### src/rtl/keypad_pkg.sv
// Shared types and constants for the 4x4 keypad scanner.
package keypad_pkg;

  typedef logic [1:0] state_t;

  localparam state_t SCAN       = 2'd0;
  localparam state_t PRESS_DB   = 2'd1;
  localparam state_t HELD       = 2'd2;
  localparam state_t RELEASE_DB = 2'd3;

  // Column drive loaded at reset; a single low bit that rotates left.
  localparam logic [3:0] COL_INIT = 4'b1110;

  // Key codes are 4*row + col.
  localparam logic [3:0] KEY_RESET   = 4'h0;
  localparam logic [3:0] KEY_SPECIAL = 4'hE;

  // Index of the lowest active-low bit; callers only use it when a bit is low.
  function automatic logic [1:0] lowestLow(input logic [3:0] v);
    logic [1:0] idx;
    if (!v[0])      idx = 2'd0;
    else if (!v[1]) idx = 2'd1;
    else if (!v[2]) idx = 2'd2;
    else            idx = 2'd3;
    return idx;
  endfunction

  function automatic logic [3:0] keyCode(input logic [1:0] rowIdx, input logic [1:0] colIdx);
    return {rowIdx, colIdx};
  endfunction

endpackage

### src/rtl/keypad_scan_sync2.sv
// Parameterised two-flop synchronizer, resets to all-ones (idle keypad rows).
module sync2 #(
  parameter int WIDTH = 4
) (
  input  logic             clk,
  input  logic             reset,
  input  logic [WIDTH-1:0] d_i,
  output logic [WIDTH-1:0] q_o
);

  logic [WIDTH-1:0] meta_q;
  logic [WIDTH-1:0] sync_q;

  // Two-stage capture of the asynchronous input.
  always_ff @(posedge clk or negedge reset) begin
    if (!reset) begin
      meta_q <= '1;
      sync_q <= '1;
    end else begin
      meta_q <= d_i;
      sync_q <= meta_q;
    end
  end

  assign q_o = sync_q;

endmodule

### src/rtl/keypad_scan.sv
// 4x4 keypad column scanner with press/release debounce.
// Outputs are all registered; the captured row alone governs release.
module keypad_scan
  import keypad_pkg::*;
#(
  parameter int SCAN_DIV = 1000,
  parameter int DEBOUNCE = 8
) (
  input  logic       clk,
  input  logic       reset,
  input  logic [3:0] row,
  output logic [3:0] col,
  output logic [3:0] key,
  output logic       pre
);

  localparam int DW = (SCAN_DIV > 1) ? $clog2(SCAN_DIV) : 1;
  localparam int MW = (DEBOUNCE > 1) ? $clog2(DEBOUNCE) : 1;
  localparam logic [DW-1:0] DWELL_LAST = DW'(SCAN_DIV - 1);
  localparam logic [MW-1:0] MATCH_LAST = MW'(DEBOUNCE - 1);

  logic [3:0]    rs;
  state_t        state_q, state_d;
  logic [DW-1:0] dwell_q, dwell_d;
  logic [MW-1:0] match_q, match_d;
  logic [1:0]    rowSel_q, rowSel_d;
  logic [3:0]    col_q, col_d;
  logic [3:0]    key_q, key_d;
  logic          pre_q, pre_d;
  logic          sample;
  logic [1:0]    colIdx;

  sync2 #(.WIDTH(4)) u_sync (
    .clk   (clk),
    .reset (reset),
    .d_i   (row),
    .q_o   (rs)
  );

  assign sample = (dwell_q == DWELL_LAST);

  // Column index of the single low drive bit.
  always_comb begin
    colIdx = 2'd0;
    if (!col_q[1]) colIdx = 2'd1;
    if (!col_q[2]) colIdx = 2'd2;
    if (!col_q[3]) colIdx = 2'd3;
  end

  // Next-state logic: every decision is taken on a sample clock.
  always_comb begin
    state_d  = state_q;
    match_d  = match_q;
    rowSel_d = rowSel_q;
    col_d    = col_q;
    key_d    = key_q;
    pre_d    = pre_q;
    dwell_d  = sample ? '0 : dwell_q + 1'b1;
    if (sample) begin
      case (state_q)
        SCAN: begin
          if (rs == 4'b1111) begin
            col_d = {col_q[2:0], col_q[3]};
          end else begin
            rowSel_d = lowestLow(rs);
            if (DEBOUNCE == 1) begin
              key_d   = keyCode(lowestLow(rs), colIdx);
              pre_d   = 1'b1;
              state_d = HELD;
            end else begin
              match_d = MW'(1);
              state_d = PRESS_DB;
            end
          end
        end
        PRESS_DB: begin
          if (!rs[rowSel_q]) begin
            if (match_q == MATCH_LAST) begin
              key_d   = keyCode(rowSel_q, colIdx);
              pre_d   = 1'b1;
              state_d = HELD;
            end else begin
              match_d = match_q + 1'b1;
            end
          end else begin
            state_d = SCAN;
          end
        end
        HELD: begin
          if (rs[rowSel_q]) begin
            if (DEBOUNCE == 1) begin
              pre_d   = 1'b0;
              col_d   = {col_q[2:0], col_q[3]};
              state_d = SCAN;
            end else begin
              match_d = MW'(1);
              state_d = RELEASE_DB;
            end
          end
        end
        RELEASE_DB: begin
          if (rs[rowSel_q]) begin
            if (match_q == MATCH_LAST) begin
              pre_d   = 1'b0;
              col_d   = {col_q[2:0], col_q[3]};
              state_d = SCAN;
            end else begin
              match_d = match_q + 1'b1;
            end
          end else begin
            state_d = HELD;
          end
        end
        default: state_d = SCAN;
      endcase
    end
  end

  // State and output registers with asynchronous active-low reset.
  always_ff @(posedge clk or negedge reset) begin
    if (!reset) begin
      state_q  <= SCAN;
      dwell_q  <= '0;
      match_q  <= '0;
      rowSel_q <= 2'd0;
      col_q    <= COL_INIT;
      key_q    <= KEY_RESET;
      pre_q    <= 1'b0;
    end else begin
      state_q  <= state_d;
      dwell_q  <= dwell_d;
      match_q  <= match_d;
      rowSel_q <= rowSel_d;
      col_q    <= col_d;
      key_q    <= key_d;
      pre_q    <= pre_d;
    end
  end

  assign col = col_q;
  assign key = key_q;
  assign pre = pre_q;

endmodule

### config.mk
export PLATFORM = sky130hd
export DESIGN_NAME = keypad_scan
export DESIGN_NICKNAME = d
export VERILOG_FILES = /design/src/rtl/keypad_pkg.sv /design/src/rtl/keypad_scan_sync2.sv /design/src/rtl/keypad_scan.sv
export SDC_FILE = /design/constraint.sdc
export NUM_CORES = 1
export LEC_CHECK = 0
export CORE_MARGIN = 5
export CORE_UTILIZATION = 60
export CTS_CLUSTER_SIZE = 8
export DETAILED_ROUTE_END_ITERATION = 12
export GPL_TIMING_DRIVEN = 0
export PLACE_DENSITY = 0.86
export SLEW_MARGIN = 10
export SYNTH_ARGS = -nofsm -noshare
export SYNTH_HDL_FRONTEND = slang
export SYNTH_SLANG_ARGS = --single-unit
### constraint.sdc
create_clock -name clk -period 3.95 [get_ports clk]
set_input_delay 0.79 -clock clk [delete_from_list [all_inputs] [get_ports clk]]
set_output_delay 0.79 -clock clk [all_outputs]
set_load 0.05 [all_outputs]
==> results of run 1 <==
==> per-layer routing <==
| metal | vias to the layer above | track usage, % | wire length, um |
|---|---|---|---|
| li1 | 580 | - | - |
| met1 | 594 | 23.7 | 1300 |
| met2 | 30 | 31.2 | 1700 |
| met3 | 6 | 5.58 | 149 |
| met4 | 0 | 6.10 | 41 |
| met5 | - | 0 | 0 |
==> power breakdown <==
group / total [mW] / switching (mW) / leakage (nW) / internal, mW
registers: 0.358 / 0.00246 / 0.422 / 0.356
logic: 0.0178 / 0.0113 / 0.335 / 0.00648
clock network: 0.314 / 0.116 / 0.0554 / 0.198
==> cell families (layout without fill, tap and decap cells) <==
kind of cell	count (synthesis)	count (layout)
muxes	14	14
adders and majority gates	4	4
xor gates and xnor gates	6	6
buffers and inverters	14	36
AOI/OAI and AO/OA	23	23
and+or+nand+nor	51	51
DFF	34	34
==> state kept, by name, indices dropped and copies added (netlist names), named ones only <==
| register | cells |
|---|---|
| key | 4 |
| dwell_q | 10 |
| u_sync.meta_q | 4 |
| state_q | 1 |
| match_q | 3 |
| pre | 1 |
| u_sync.q_o | 4 |
| rowSel_q | 2 |
| col | 4 |
==> through the flow <==
step	hold slack, ps	total power, mW
3_3_place_gp	346	0.382
2_1_floorplan	345	0.369
6_report	357	0.690
3_5_place_dp	348	0.383
5_1_grt	358	0.718
4_1_cts	356	0.699
==> cell usage in the layout (no fill, tap or decap), types with 4 or more instances in the layout <==
master,count
nor2_1,9
buf_2,4
clkdlybuf4s50_1,13
dfrtp_1,23
nand4_1,7
ha_1,4
o31ai_1,4
o21ai_0,4
nand2_1,12
clkbuf_4,5
dfstp_2,11
mux2_2,10
clkbuf_1,4
nand3_1,4
inv_1,6
==> worst paths after layout <==
| check | startpoint | to | slack, ps |
|---|---|---|---|
| worst max register to register | dwell_q[1]$_DFF_PN0_ | key[1]$_DFFE_PN0P_ | 1940 |
| max in group asynchronous | reset | dwell_q[0]$_DFF_PN0_ | 3000 |
| worst min register to register | u_sync.meta_q[2]$_DFF_PN1_ | u_sync.q_o[2]$_DFF_PN1_ | 360 |
| min in group asynchronous | reset | dwell_q[7]$_DFF_PN0_ | 490 |
| worst max-delay path | col[2]$_DFFE_PN1P_ | col[2] | 1450 |
| worst min-delay path | u_sync.meta_q[2]$_DFF_PN1_ | u_sync.q_o[2]$_DFF_PN1_ | 360 |
==> cell type report <==
type                            instances  area share (%)
Timing Repair Buffer                   14            6.99
Clock buffer                            5            1.94
Clock inverter                          3            3.56
Inverter                                7            1.36
Multi-Input combinational cell         98            37.9
Buffer                                  7            1.55
Tap cell                               31            2.01
Sequential cell                        34            44.7
==> run_results.csv, run 1 <==
group,metric,value,unit
status,status,"complete, no violations",
synthesis,synth-async-reset-ratio,100,%
layout,multi_input_area,732,sq um
sta,max_slew_margin,52.7,%
clocking,clk_transition_reported_paths,110,ps
synthesis,synth_top_family_by_area,"simple AND/OR/NAND/NOR gates",
synthesis,synth.area.top_cells,"dfrtp_1, dfstp_2, mux2_2, ha_1, nand2_1",
synthesis,synth_largest_area_cell,"dfrtp_1",
clocking,cts_root_buf,"clkbuf_4",
drt,vias_per_cell,6.08,
floorplanning,io_pins,15,
clocking,htreeDepth,2,
synthesis,synthMuxAreaShare,9.99,%
setup_path,cp.arrival,1710,ps
setup_path,crit_path_max_incr_delay,810,ps
synthesis,synth-edff-count,0,
job,drv_cap,0,
synthesis,yosysSeqAreaShare,52.3,%
sta,fin_crit,2500,ps
sta,finalSetupViolCount,0,
synthesis,synth_fa_ha_area_share,3.03,%
global_route,antenna_found_initial,0,
min_path,hold_depth,0,
layout,final_cells,199,
layout,antenna-diode-count,0,
synthesis,synthCells,146,
layout,layout-area-overhead-vs-synth,17.0,%
global_route,grt_pass1_wl,5840,um
power,max-vdd-ir-drop,0.000398,V
clocking,clock_latency,330,ps
clocking,cts_hold_buf,0,
layout,fillers,193,
global_route,grt_start_max_net_pins,35,
setup_path,crit_family,"buffers and inverters",
clocking,ctsResizeCount,0,
floorplanning,dieWidth,62.5,um
global_route,overflow,0,
place,io_buffer_count,14,
drt,dr.pass1.iters,4,
sta,min_period_over_period,63.4,%
clocking,cts_setup_buffers,0,
floorplanning,core_region_area,2690,sq um
layout,final_net_count,177,
floorplanning,die_h,62.5,um
synthesis,synth_ff_type,"dfrtp_1",
floorplanning,rows,19,
synthesis,synth-xor-area-share,3.18,%
floorplanning,dieArea,3900,sq um
layout,register_area,865,sq um
clocking,cts_buffer_depth,2,
synthesis,yosys.area_share.simple,17.6,%
drt,final_antenna_net_count,0,
clocking,numClockSinks,34,
place,routabilityCongestion,0.874,
place,placedCellCount,191,
floorplanning,start_util,61.5,%
sta,max_freq,399,MHz
sta,tightest_slew,704,ps
place,dpl_cell_area,1830,sq um
drt,wire_per_inst,16.0,um
synthesis,postSynthAreaPerCell,11.3,sq um
layout,final_util,72.0,%
drt,drc,0,
drt,drtIter0Drc,76,
setup_path,worst_path_max_delay_cell,"clkdlybuf4s50_1",
sta,layout_setup_ws,1450,ps
place,pre_cts_slack,1810,ps
sta,rsz0062_at_grt,"false",
clocking,cts_tree,"done",
place,post-dp-hpwl,2340,um
setup_path,crit_path_cell_trace,"clkdlybuf4s50_1",
global_route,grt_pass1_vias,1197,
synthesis,synth_compound_area_share,10.5,%
setup_path,cp-start-kind,"flip-flop",
drt,via_count,1210,
setup_path,cp_max_fo,5,
global_route,grt_use_total,18.9,%
sta,finClkSkew,13.0,ps
setup_path,crit_cells,1,
synthesis,synth_cell_type_count,40,
sta,hold_viol,0,
clocking,numCtsBuffers,5,
synthesis,yosysWarningCount,0,
sta,finalMaxSlewViolations,0,
setup_path,critPathBufInv,1,
setup_path,crit_path_end_kind,"primary output",
min_path,hp-class,"flip-flop to flip-flop",
sta,tns,0,ps
setup_path,path_class,"flip-flop to primary output",
setup_path,worstPathRequired,3160,ps
synthesis,synthTopCellsByCount,"dfrtp_1, nand2_1, dfstp_2, mux2_2, nor2_1",
power,powerDensity,357,nW/um^2
synthesis,yosysMostFrequentCell,"dfrtp_1",
synthesis,ys_seq_elements,34,
layout,final_cell_area,1930,sq um
layout,drive_gt1_share,22.6,%
setup_path,ff2ff_path_depth,5,
drt,wl,3190,um
synthesis,synth_nets,156,
power,p_leak,0.813,nW
synthesis,yosys.area.top_type_share,34.8,%
synthesis,synth_area,1650,sq um
No activity file was read; power rests on OpenSTA's default activity.
==> run 2: changes to the inputs <==
--- a/config.mk
+++ b/config.mk
@@ -6,11 +6,11 @@
 export NUM_CORES = 1
 export LEC_CHECK = 0
 export CORE_MARGIN = 5
-export CORE_UTILIZATION = 60
+export CORE_UTILIZATION = 50
 export CTS_CLUSTER_SIZE = 8
 export DETAILED_ROUTE_END_ITERATION = 12
 export GPL_TIMING_DRIVEN = 0
-export PLACE_DENSITY = 0.86
+export PLACE_DENSITY = 0.77
 export SLEW_MARGIN = 10
 export SYNTH_ARGS = -nofsm -noshare
 export SYNTH_HDL_FRONTEND = slang
==> constraint.sdc (replaced) <==
create_clock -name clk -period 2.18 [get_ports clk]
set_input_delay 0.436 -clock clk [delete_from_list [all_inputs] [get_ports clk]]
set_output_delay 0.436 -clock clk [all_outputs]
set_load 0.05 [all_outputs]
==> run 2 against run 1 <==
Net effect:
- worst setup slack worse by 1300 ps
- global-route usage is 3.1 points lower
- register-to-register slack worse by 1800 ps
- hold slack worse by 210 ps
- sequential share of layout area is 0.80 points higher
- clock skew is 1.7 ps lower
- flip-flop and latch count stayed put
- combinational power is 80% higher
- count of clock-buffer cells in the layout is 3 higher
- clock power hardly changed
- core utilization is 11 points lower
==> run_results.csv, run 2 (same netlist as run 1, synthesis figures left out) <==
group,metric,value,unit
sta,min_period_over_period,91.4,%
clocking,cts_tree,"done",
floorplanning,dieArea,4560,sq um
global_route,grt_use_total,15.9,%
global_route,met3_usage,5.66,%
setup_path,crit_cells,5,
setup_path,cp.arrival,2200,ps
setup_path,critPathBufInv,0,
floorplanning,dieWidth,67.5,um
layout,drive_gt1_share,20.8,%
job,drv_cap,0,
setup_path,ff2ff_path_depth,5,
floorplanning,core_region_area,3100,sq um
place,post-dp-hpwl,2160,um
setup_path,path_class,"flip-flop to flip-flop",
global_route,grt_pass1_vias,1228,
global_route,antenna_found_initial,0,
drt,vias_per_cell,5.39,
power,p_leak,0.840,nW
global_route,gr-usage-met1,19.3,%
clocking,numClockSinks,34,
place,dpl_cell_area,1840,sq um
global_route,overflow,0,
clocking,cts_setup_buffers,0,
setup_path,worstPathRequired,2390,ps
layout,antenna-diode-count,0,
sta,finalSetupViolCount,0,
sta,rsz0062_at_grt,"false",
sta,finalMaxSlewViolations,0,
floorplanning,start_util,53.3,%
clocking,clk_transition_reported_paths,100,ps
drt,final_antenna_net_count,0,
global_route,grt-busiest-layer,"met2",
clocking,htreeDepth,2,
setup_path,cp_max_fo,6,
layout,most-common-layout-cells,"dfrtp_1, nand2_1, dfstp_2, mux2_2, clkdlybuf4s50_1",
sta,max_freq,502,MHz
sta,tightest_slew,729,ps
drt,drtIter0Drc,96,
layout,register_area,865,sq um
place,routabilityCongestion,0.874,
power,internal_power,0.784,mW
status,status,"complete, no violations",
clocking,clock_latency,330,ps
global_route,grt_start_max_net_pins,35,
power,pwr-share-clk,31.7,%
drt,dr.pass1.iters,4,
setup_path,crit_path_cell_trace,"ha_1 > nand4b_1 > nor3_2 > nand4_1 > mux2_2",
power,p_sw_share,21.3,%
sta,fin_crit,1990,ps
layout,top_register,"dwell_q",
floorplanning,rows,20,
power,sequentialPowerShare,65.1,%
layout,layout-area-overhead-vs-synth,14.9,%
clocking,numCtsBuffers,5,
power,p_comb_share,3.2,%
sta,tns,0,ps
power,powerDensity,524,nW/um^2
layout,fillers,265,
sta,finClkSkew,11.4,ps
min_path,hp-class,"input port to async pin",
clocking,cts_buffer_depth,2,
setup_path,cp-start-kind,"flip-flop",
power,max-vdd-ir-drop,0.000341,V
floorplanning,die_h,67.5,um
layout,final_net_count,177,
global_route,grt_pass1_wl,5420,um
layout,multi_input_area,732,sq um
clocking,cts_root_buf,"clkbuf_4",
power,p_sw,0.212,mW
setup_path,worst_path_max_delay_cell,"dfrtp_1",
sta,hold_viol,0,
setup_path,crit_path_max_incr_delay,400,ps
drt,via_count,1143,
sta,max_slew_margin,51.0,%
drt,wire_per_inst,13.8,um
setup_path,crit_family,"simple AND/OR/NAND/NOR gates",
global_route,use_met2,26.1,%
drt,drc,0,
place,io_buffer_count,14,
layout,largest_reg_flops,10,
setup_path,crit_path_end_kind,"flip-flop",
layout,final_common_cell,"dfrtp_1",
drt,wl,2930,um
floorplanning,io_pins,15,
layout,final_cell_area,1900,sq um
==> run 2: cell count changes in the layout (fill, tap and decap cells not counted), sizes merged <==
cell / previous run / this run
clkbuf: 9 / 12
clkdlybuf4s50: 13 / 10
dlymetal6s2s: 0 / 3
bufinv: 2 / 0
clkinv: 1 / 0
==> run 2: path summary, 6_finish.rpt <==
path	startpoint	end	slack, ps
max in group asynchronous	reset	key[1]$_DFFE_PN0P_	1570
worst max-delay path	dwell_q[0]$_DFF_PN0_	key[3]$_DFFE_PN0P_	190
worst max register to register	dwell_q[0]$_DFF_PN0_	key[3]$_DFFE_PN0P_	190
worst min-delay path	reset	dwell_q[1]$_DFF_PN0_	150
min in group clk	u_sync.meta_q[0]$_DFF_PN1_	u_sync.q_o[0]$_DFF_PN1_	360
worst min register to register	u_sync.meta_q[0]$_DFF_PN1_	u_sync.q_o[0]$_DFF_PN1_	360
==> run 2: layer usage <==
layer,share of wire [%],wire [um]
met3,4.1,119
met2,49,1450
met4,0.51,15
met1,46,1350
met5,0,0
==> run 2: repair_timing <==
item,in CTS,in global routing
hold buffers,0,0
setup endpoints to repair,0,3
resized for setup,0,3
==> run 2: layout make-up <==
cell class / instances / share of cell area (%)
flip-flops and latches: 34 / 45.5
inverters: 7 / 1.38
plain buffers: 7 / 1.58
clock buffers: 8 / 2.57
repair buffers: 14 / 7.51
well taps: 44 / 2.90
multi-input cells: 98 / 38.5
==> run 2: per-stage QoR <==
step | util [%] | cells | hold WS [ps] | worst slack [ps] | total power, mW
finish | 61.2 | 212 | 147 | 186 | 0.996
global route | 61.2 | 212 | 198 | 30.8 | 1.05
CTS | 61.0 | 212 | 177 | 33.8 | 1.01
detailed placement | 59.4 | 204 | 347 | 196 | 0.693
global placement | 59.6 | 204 | 347 | 69.5 | 0.692
floorplan | - | 146 | 140 | 400 | 0.669
==> run 2: power groups by stage <==
stage / clock network [mW] / registers, mW / logic (mW)
6_report: 0.316 / 0.648 / 0.0320
5_1_grt: 0.363 / 0.650 / 0.0364
3_3_place_gp: 0 / 0.659 / 0.0331
4_1_cts: 0.329 / 0.648 / 0.0334
2_1_floorplan: 0 / 0.659 / 0.0106
3_5_place_dp: 0 / 0.660 / 0.0332
